[src/rtl/vx_icache_obi_pipelined_bridge.sv]
// Pipelined Vortex I-cache to OBI read bridge: up to MAX_OUTSTANDING fetches in flight, responses in request order.
// Latency: VX handshake -> OBI request next cycle -> response visible the cycle after rvalid; credit-limited backpressure.

module vx_icache_obi_fifo #(
  parameter int WIDTH = 8,
  parameter int DEPTH = 4
) (
  input  logic             clk,
  input  logic             rst,
  input  logic             push,
  input  logic [WIDTH-1:0] push_dat,
  input  logic             pop,
  output logic [WIDTH-1:0] head_dat,
  output logic             empty
);
  localparam int AW = $clog2(DEPTH);

  logic [WIDTH-1:0] mem [DEPTH];
  logic [AW-1:0]    wptr;
  logic [AW-1:0]    rptr;
  logic [AW:0]      count;

  // Callers never push into a full FIFO without a simultaneous pop, nor pop when empty.
  always_ff @(posedge clk or posedge rst) begin
    if (rst) begin
      wptr  <= '0;
      rptr  <= '0;
      count <= '0;
    end else begin
      if (push) wptr <= wptr + AW'(1);
      if (pop)  rptr <= rptr + AW'(1);
      case ({push, pop})
        2'b10:   count <= count + (AW+1)'(1);
        2'b01:   count <= count - (AW+1)'(1);
        default: count <= count;
      endcase
    end
  end

  always_ff @(posedge clk) begin
    if (push) mem[wptr] <= push_dat;
  end

  assign empty    = (count == '0);
  assign head_dat = empty ? '0 : mem[rptr];
endmodule

module vx_icache_obi_pipelined_bridge #(
  parameter int TAG_WIDTH_BIT   = 1,
  parameter int ADDR_WIDTH      = 30,
  parameter int MAX_OUTSTANDING = 4
) (
  input  logic                                     clk_i,
  input  logic                                     rst_i,
  input  logic                                     vx_req_valid_i,
  input  logic [ADDR_WIDTH-1:0]                    vx_req_addr_i,
  input  logic [TAG_WIDTH_BIT-1:0]                 vx_req_tag_i,
  output logic                                     vx_req_ready_o,
  output logic                                     vx_rsp_valid_o,
  output logic [31:0]                              vx_rsp_data_o,
  output logic [TAG_WIDTH_BIT-1:0]                 vx_rsp_tag_o,
  input  logic                                     vx_rsp_ready_i,
  output logic                                     obi_req_o,
  input  logic                                     obi_gnt_i,
  output logic [31:0]                              obi_addr_o,
  output logic                                     obi_we_o,
  output logic [3:0]                               obi_be_o,
  output logic [31:0]                              obi_wdata_o,
  input  logic                                     obi_rvalid_i,
  input  logic [31:0]                              obi_rdata_i,
  output logic [$clog2(MAX_OUTSTANDING+1)-1:0]     outstanding_o,
  output logic                                     err_o
);
  localparam int CW = $clog2(MAX_OUTSTANDING+1);
  localparam logic [CW-1:0] MAX_CNT = CW'(MAX_OUTSTANDING);

  typedef struct packed {
    logic [TAG_WIDTH_BIT-1:0] tag;
    logic [31:0]              data;
  } rsp_t;

  logic                     valid_q;
  logic [ADDR_WIDTH-1:0]    addr_q;
  logic [TAG_WIDTH_BIT-1:0] tag_q;
  logic [CW-1:0]            cnt;
  logic                     err_q;
  logic                     req_hs;
  logic                     obi_hs;
  logic                     rsp_hs;
  logic                     rv_ok;
  logic                     tag_empty;
  logic                     rsp_empty;
  logic [TAG_WIDTH_BIT-1:0] tag_head;
  logic [ADDR_WIDTH+1:0]    byte_addr;
  rsp_t                     rsp_in;
  rsp_t                     rsp_head;

  // Ready looks at gnt combinationally so a granted register can be refilled in the same cycle.
  assign vx_req_ready_o = (cnt < MAX_CNT) & (!valid_q | obi_gnt_i);
  assign req_hs         = vx_req_valid_i & vx_req_ready_o;
  assign obi_hs         = valid_q & obi_gnt_i;
  assign rsp_hs         = !rsp_empty & vx_rsp_ready_i;
  assign rv_ok          = obi_rvalid_i & !tag_empty;
  assign rsp_in         = '{tag: tag_head, data: obi_rdata_i};

  vx_icache_obi_fifo #(.WIDTH(TAG_WIDTH_BIT), .DEPTH(MAX_OUTSTANDING)) u_tag_fifo (
    .clk(clk_i), .rst(rst_i), .push(obi_hs), .push_dat(tag_q),
    .pop(rv_ok), .head_dat(tag_head), .empty(tag_empty)
  );

  vx_icache_obi_fifo #(.WIDTH($bits(rsp_t)), .DEPTH(MAX_OUTSTANDING)) u_rsp_fifo (
    .clk(clk_i), .rst(rst_i), .push(rv_ok), .push_dat(rsp_in),
    .pop(rsp_hs), .head_dat(rsp_head), .empty(rsp_empty)
  );

  always_ff @(posedge clk_i or posedge rst_i) begin
    if (rst_i) begin
      valid_q <= 1'b0;
      addr_q  <= '0;
      tag_q   <= '0;
      cnt     <= '0;
      err_q   <= 1'b0;
    end else begin
      if (req_hs) begin
        valid_q <= 1'b1;
        addr_q  <= vx_req_addr_i;
        tag_q   <= vx_req_tag_i;
      end else if (obi_hs) begin
        valid_q <= 1'b0;
      end
      case ({req_hs, rsp_hs})
        2'b10:   cnt <= cnt + CW'(1);
        2'b01:   cnt <= cnt - CW'(1);
        default: cnt <= cnt;
      endcase
      // A beat with no fetch awaiting it is dropped and flagged until reset.
      if (obi_rvalid_i & tag_empty) err_q <= 1'b1;
    end
  end

  assign byte_addr      = {addr_q, 2'b00};
  assign obi_req_o      = valid_q;
  assign obi_addr_o     = 32'(byte_addr);
  assign obi_we_o       = 1'b0;
  assign obi_be_o       = 4'hF;
  assign obi_wdata_o    = 32'h0;
  assign vx_rsp_valid_o = !rsp_empty;
  assign vx_rsp_data_o  = rsp_head.data;
  assign vx_rsp_tag_o   = rsp_head.tag;
  assign outstanding_o  = cnt;
  assign err_o          = err_q;
endmodule
[config.mk]
export PLATFORM = sky130hd
export DESIGN_NAME = vx_icache_obi_pipelined_bridge
export DESIGN_NICKNAME = d
export VERILOG_FILES = /design/src/rtl/vx_icache_obi_pipelined_bridge.sv
export SDC_FILE = /design/constraint.sdc
export NUM_CORES = 1
export LEC_CHECK = 0
export BUFFER_PORTS_ARGS = -buffer_cell sky130_fd_sc_hd__buf_2
export CAP_MARGIN = 10
export CORE_MARGIN = 2
export CORE_UTILIZATION = 52
export CTS_CLUSTER_DIAMETER = 40
export CTS_CLUSTER_SIZE = 8
export DETAILED_ROUTE_END_ITERATION = 10
export GPL_ROUTABILITY_DRIVEN = 0
export GPL_TIMING_DRIVEN = 0
export HOLD_SLACK_MARGIN = 0.08
export PLACE_DENSITY = 0.77
export SLEW_MARGIN = 10
export SYNTH_ARGS = -nofsm -noshare
export SYNTH_HDL_FRONTEND = slang
export SYNTH_SLANG_ARGS = --single-unit
[constraint.sdc]
create_clock -name clk_i -period 4.7 [get_ports clk_i]
set_input_delay 0.705 -clock clk_i [delete_from_list [all_inputs] [get_ports clk_i]]
set_output_delay 0.705 -clock clk_i [all_outputs]
set_load 0.03 [all_outputs]
Word level (Yosys, flattened, before mapping)

Memories as Yosys holds them, arrays and structs flattened.
Cells that the tools add are included.

$add $sub $neg: 10
$mul: 0
Divide/modulo/power cells: 0
Order comparisons: 1
Equal/unequal tests: 6
Shift-type cells: 0
Multiplexer cells: 11
Bitwise logic cells: 7
Reductions and logical operators: 9

Operators by type and width:

| cell                | number |
|---|---|
| $mux 33             | 1 |
| $pmux 3 s2          | 3 |
| $add 3x1->3 const B | 3 |
| $sub 3x1->3 const B | 3 |
| $add 2x1->2 const B | 4 |
| $reduce_bool 2->1   | 4 |
| $mux 1              | 7 |
| $and 1x1->1         | 6 |
| $eq 2x1->1 const B  | 3 |
| $eq 2x2->1 const B  | 3 |
| $logic_not 3->1     | 2 |
| $logic_not 1->1     | 3 |
| $lt 3x3->1 const B  | 1 |
| $or 1x1->1          | 1 |

Flip-flop bits (word level): 50
Latch bits: 0
Memory bits (writable): 136
Bits in read-only memories: 0
Bits of input ports: 69
Output and inout bits: 109
Word-level logic and storage cells: 57
Memories: 2

Memories:

| memory         | words | width | read ports | clocked after memory_dff | write ports | line | source |
|---|---|---|---|---|---|---|---|
| u_rsp_fifo.mem | 4     | 33    | 1          | 0                        | 1           | 18   | `logic [WIDTH-1:0] mem [DEPTH];` |
| u_tag_fifo.mem | 4     | 1     | 1          | 0                        | 1           | 18   |  |

Logic depth before layout (Yosys ltp)

Depth in word-level cells: 6
Depth in mapped cells: 9
Depth with buffers taken out: 8

By module

From an unflattened synthesis, not the netlist that was laid out.

Cells, all modules: 420
Area total of the unflattened synthesis: 7,835.0 um^2

By module, submodules not included:

| module                           | times used | cells each | area an instance (um^2) | seq. area each (um^2) |
|---|---|---|---|---|
| vx_icache_obi_fifo at u_rsp_fifo | 1          | 245        | 5,387.7                 | 4,139.0 |
| vx_icache_obi_pipelined_bridge   | 1          | 133        | 1,898.1                 | 900.9 |
| vx_icache_obi_fifo at u_tag_fifo | 1          | 42         | 549.3                   | 295.3 |

Worst setup path after synthesis

OpenSTA, ideal clock, no wires.

Path type: input to register
From: input obi_gnt_i
To: register cnt[2], in the netlist outstanding_o[2]
Data arrival time: 2,180 ps
Data required time: 4,560 ps
Setup slack: 2,381 ps
Cell stages on the path: 9
Path buffers: 1
Path through: nor2b_4 -> nor3b_4 -> buf_6 -> inv_1 -> ha_1 -> fa_1 -> xnor2_1 -> nor2_1 -> xor2_1

Cells in the longest elaborated chain, start to end: 5

RTL lines:

| element                                         | line | source |
|---|---|---|
| start: declaration                              | 64   | `input logic obi_gnt_i,` |
| $or 1x1->1 *                                    | 99   | `assign vx_req_ready_o = (cnt < MAX_CNT) & (!valid_q \| obi_gnt_i);` |
| $and 1x1->1 *                                   | 99   |  |
| $and 1x1->1 *                                   | 100  | `assign req_hs = vx_req_valid_i & vx_req_ready_o;` |
| $eq 2x1->1 or $eq 2x2->1 (tied branches)        | 131  | `case ({req_hs, rsp_hs})` |
| $pmux 3 s2 or $reduce_bool 2->1 (tied branches) | --   |  |
| end signal: assignment                          | 132  | `2'b10: cnt <= cnt + CW'(1);` |
| end signal: assignment                          | 133  | `2'b01: cnt <= cnt - CW'(1);` |
| end signal: assignment                          | 134  | `default: cnt <= cnt;` |
| end: declaration                                | 85   | `logic [CW-1:0] cnt;` |

Every way passes the cells marked *; elsewhere a longest branch is shown, timed or not.
A chain may end at the register's enable or synchronous reset.

Worst setup path after layout

From: register u_rsp_fifo.rptr[1]
To: output vx_rsp_data_o[20]

Cells in the longest elaborated chain, start to end: 2

RTL lines:

| element                  | line | source |
|---|---|---|
| start: declaration       | 20   | `logic [AW-1:0] rptr;` |
| start signal: assignment | 31   | `if (pop) rptr <= rptr + AW'(1);` |
| $mem_v2 4x33             | --   |  |
| $mux 33                  | 45   | `assign head_dat = empty ? '0 : mem[rptr];` |
| end: declaration         | 60   | `output logic [31:0] vx_rsp_data_o,` |

Every way passes these cells.

==> flow_metrics.env <==
export IMPL_outcome="completed"
export IMPL_coreArea_mm2=0.0145
export IMPL_muxShareOfSynthArea_pct=16.2
export IMPL_grt_max_degree=35
export IMPL_cp_start_kind="register"
export IMPL_netlist_instances=413
export IMPL_period_minus_slack_ns=2.84
export IMPL_finClkSkew_ns=0.00711
export IMPL_fmaxAchievable_ghz=0.353
export IMPL_synthFlopType="edfxtp_1"
export IMPL_final_common_cell="buf_2"
export IMPL_hold_buffers=0
export IMPL_period_share_pct=60.3
export IMPL_drive_gt1_share_pct=43.5
export IMPL_htree_levels=4
export IMPL_synth_adder_area_share_pct=2.55
export IMPL_pwr_share_seq_pct=37.0
export IMPL_clkTransAtPathRegs_ns=0.07
export IMPL_cts_setup_buffers=0
export IMPL_start_util_pct=53.4
export IMPL_port_buffers=138
export IMPL_clk_path_buf_depth=2
export IMPL_synth_compound_area_share_pct=0.274
export IMPL_synth_distinct_cells=30
export IMPL_die_area_mm2=0.0159
export IMPL_fill_cells=1011
export IMPL_power_switching_mw=2.44
export IMPL_setup_viol=0
export IMPL_cts_root_buf="clkbuf_16"
export IMPL_synth_edff_count=136
export IMPL_grt_first_pass_wirelength_mm=21.8
export IMPL_rsz0062_at_grt="false"
export IMPL_drt_vias_per_instance=5.04
export IMPL_pwr_share_clk_pct=21.7
export IMPL_drc=0
export IMPL_clock_latency_ns=0.43
export IMPL_fin_cells=810
export IMPL_synth_simple_area_share_pct=4.52
export IMPL_clkSinkCount=186
export IMPL_area_delta_synth_final_pct=22.8
export IMPL_rr_startpoint="u_rsp_fifo.count[0]"
export IMPL_p_int_mw=4.18
export IMPL_first_pass_iters=4
export IMPL_pin_count=178
export IMPL_hpwl_mm=9.20
export IMPL_hold_violations=0
export IMPL_ys_seq_elements=186
export IMPL_grt_pass1_vias=4300
export IMPL_final_cell_mix="142 x buf_2, 136 x edfxtp_1, 50 x dfrtp_1, 39 x buf_4, 39 x conb_1"
export IMPL_swShare_pct=36.9
export IMPL_yosysSeqAreaShare_pct=68.8
export IMPL_dp_cells=777
export IMPL_required_ns=3.99
export IMPL_grt_overflow_total=0
export IMPL_synth_top_family_by_area="multiplexers"
export IMPL_wl_mm=13.5
export IMPL_vias=4086
export IMPL_synth_xor_area_share_pct=1.69
export IMPL_ant_nets=0
export IMPL_p_per_area_mw_per_mm2=695
export IMPL_rows=44
export IMPL_tightestPinTransition_ns=0.540
export IMPL_critical_path_arrival_ns=2.13
export IMPL_final_nets=695
export IMPL_cts_resized=0
export IMPL_ys_warn_count=0
export IMPL_path_max_fanout=10
export IMPL_hold_path_class="in -> async"
export IMPL_reg2regPathDepth=8
export IMPL_cts_tree="done"
export IMPL_crit_type="reg -> out"
export IMPL_vdd_drop_max_uv=383
export IMPL_endpoint_kind="output port"
export IMPL_slew_headroom_pct=64.0
export IMPL_synth_async_reset_ratio_pct=26.9
export IMPL_drt_initial_drc_count=259
export IMPL_grt_usage_pct=18.1
export IMPL_r2r_setup_slack_ns=2.34
export IMPL_report_final_slew_viol_count=0
export IMPL_wire_per_inst_um=16.6
export IMPL_die_x_um=126
export IMPL_fin_tns_setup_ns=0
export IMPL_antenna_found_initial=1
export IMPL_drv_cap=0
export IMPL_syn_avg_cell_area_um2=18.8
export IMPL_power_frac_comb_pct=41.3
export IMPL_leakagePower_nw=3.95
export IMPL_numCtsBuffers=17
export IMPL_die_h_um=126
export IMPL_syn_cell_area_mm2=0.00776
export IMPL_r2r_end="outstanding_o[2]"
per-stage QoR:
| stage | power (mW) | util [%] | hold slack (ns) | setup slack, ns | cell area, µm² |
|---|---|---|---|---|---|
| 2_1_floorplan | 4.47 | - | 0.434 | 2.38 | 7900 |
| 3_3_place_gp | 5.14 | 60.7 | 0.440 | 1.65 | 8820 |
| 3_5_place_dp | 5.26 | 61.4 | 0.452 | 2.04 | 8920 |
| 4_1_cts | 6.71 | 65.5 | 0.246 | 1.77 | 9520 |
| 5_1_grt | 6.97 | 65.5 | 0.258 | 1.68 | 9520 |
| 6_report | 6.62 | 65.5 | 0.248 | 1.86 | 9520 |
state kept, by name, indices dropped and copies added (netlist names), 3 cells and up:
signal / flops
u_rsp_fifo.mem: 132
u_rsp_fifo.count: 3
addr_q: 30
u_tag_fifo.count: 3
outstanding_o: 3
u_tag_fifo.mem: 4
per-layer routing:
layer / GRT usage [%] / share of wire [%]
met1: 21.6 / 40
met2: 30.3 / 50
met3: 6.75 / 7.7
met4: 6.85 / 1.8
met5: 0 / 0.082
critical path: stages, from the launching register on:
cell	delay [ns]
dfrtp_1	0.32
buf_2	0.19
clkbuf_1	0.45
mux4_1	0.38
and2_1	0.18
buf_2	0.18
power groups by stage:
stage,Combinational [mW],Clock (mW),Sequential (mW)
floorplan,1.71,0,2.76
global placement,2.68,0,2.47
detailed placement,2.78,0,2.48
CTS,2.78,1.47,2.46
global route,2.94,1.53,2.50
finish,2.74,1.44,2.45
final cells by class:
| type | instances | area (µm²) | area share, % |
|---|---|---|---|
| antenna | 1 | 2.50 | 0.0263 |
| multi-input combinational | 196 | 2110 | 22.1 |
| buffer | 55 | 410 | 4.31 |
| sequential | 186 | 5340 | 56.0 |
| clock buffer | 17 | 425 | 4.47 |
| timing repair buffer | 143 | 791 | 8.30 |
| tap | 184 | 230 | 2.42 |
| inverter | 13 | 48.8 | 0.512 |
| clock inverter | 15 | 174 | 1.83 |
synthesized netlist by cell type, types with 2 or more instances:
| cell type | n | share of area, % |
|---|---|---|
| buf_2 | 4 | 0.26 |
| buf_6 | 7 | 1.0 |
| buf_4 | 39 | 3.8 |
| fa_1 | 3 | 0.77 |
| mux2_2 | 33 | 4.8 |
| dfrtp_1 | 50 | 16 |
| edfxtp_1 | 136 | 53 |
| ha_1 | 11 | 1.8 |
| xnor2_1 | 8 | 0.90 |
| mux2i_1 | 2 | 0.26 |
| and3_1 | 4 | 0.32 |
| xor2_1 | 7 | 0.79 |
| and2_1 | 38 | 3.1 |
| conb_1 | 2 | 0.097 |
| mux4_2 | 8 | 2.3 |
| inv_1 | 13 | 0.63 |
| nand2_1 | 3 | 0.15 |
| nor2_1 | 4 | 0.19 |
| clkbuf_1 | 5 | 0.24 |
| mux4_1 | 26 | 8.8 |
worst max-delay path by stage:
stage | from | end | slack (ns)
after floorplan | obi_gnt_i | outstanding_o[2] | 2.38
after global placement | obi_rvalid_i | u_rsp_fifo.mem[0][19] | 1.65
after detailed placement | obi_gnt_i | outstanding_o[2] | 2.04
after CTS | u_rsp_fifo.rptr[1] | vx_rsp_data_o[20] | 1.77
after global routing | u_rsp_fifo.rptr[1] | vx_rsp_data_o[20] | 1.68
final | u_rsp_fifo.rptr[1] | vx_rsp_data_o[20] | 1.86
cell families after synthesis:
group                    count (synthesis)
adder cells (fa/ha/maj)                 14
AND/OR/NAND/NOR                         56
multiplexers                            69
flip-flops                             186
AO/OA/AOI/OAI                            3
other                                    2
XOR/XNOR                                15
buffers and inverters                   68
Power figures use the tool's default switching activity.
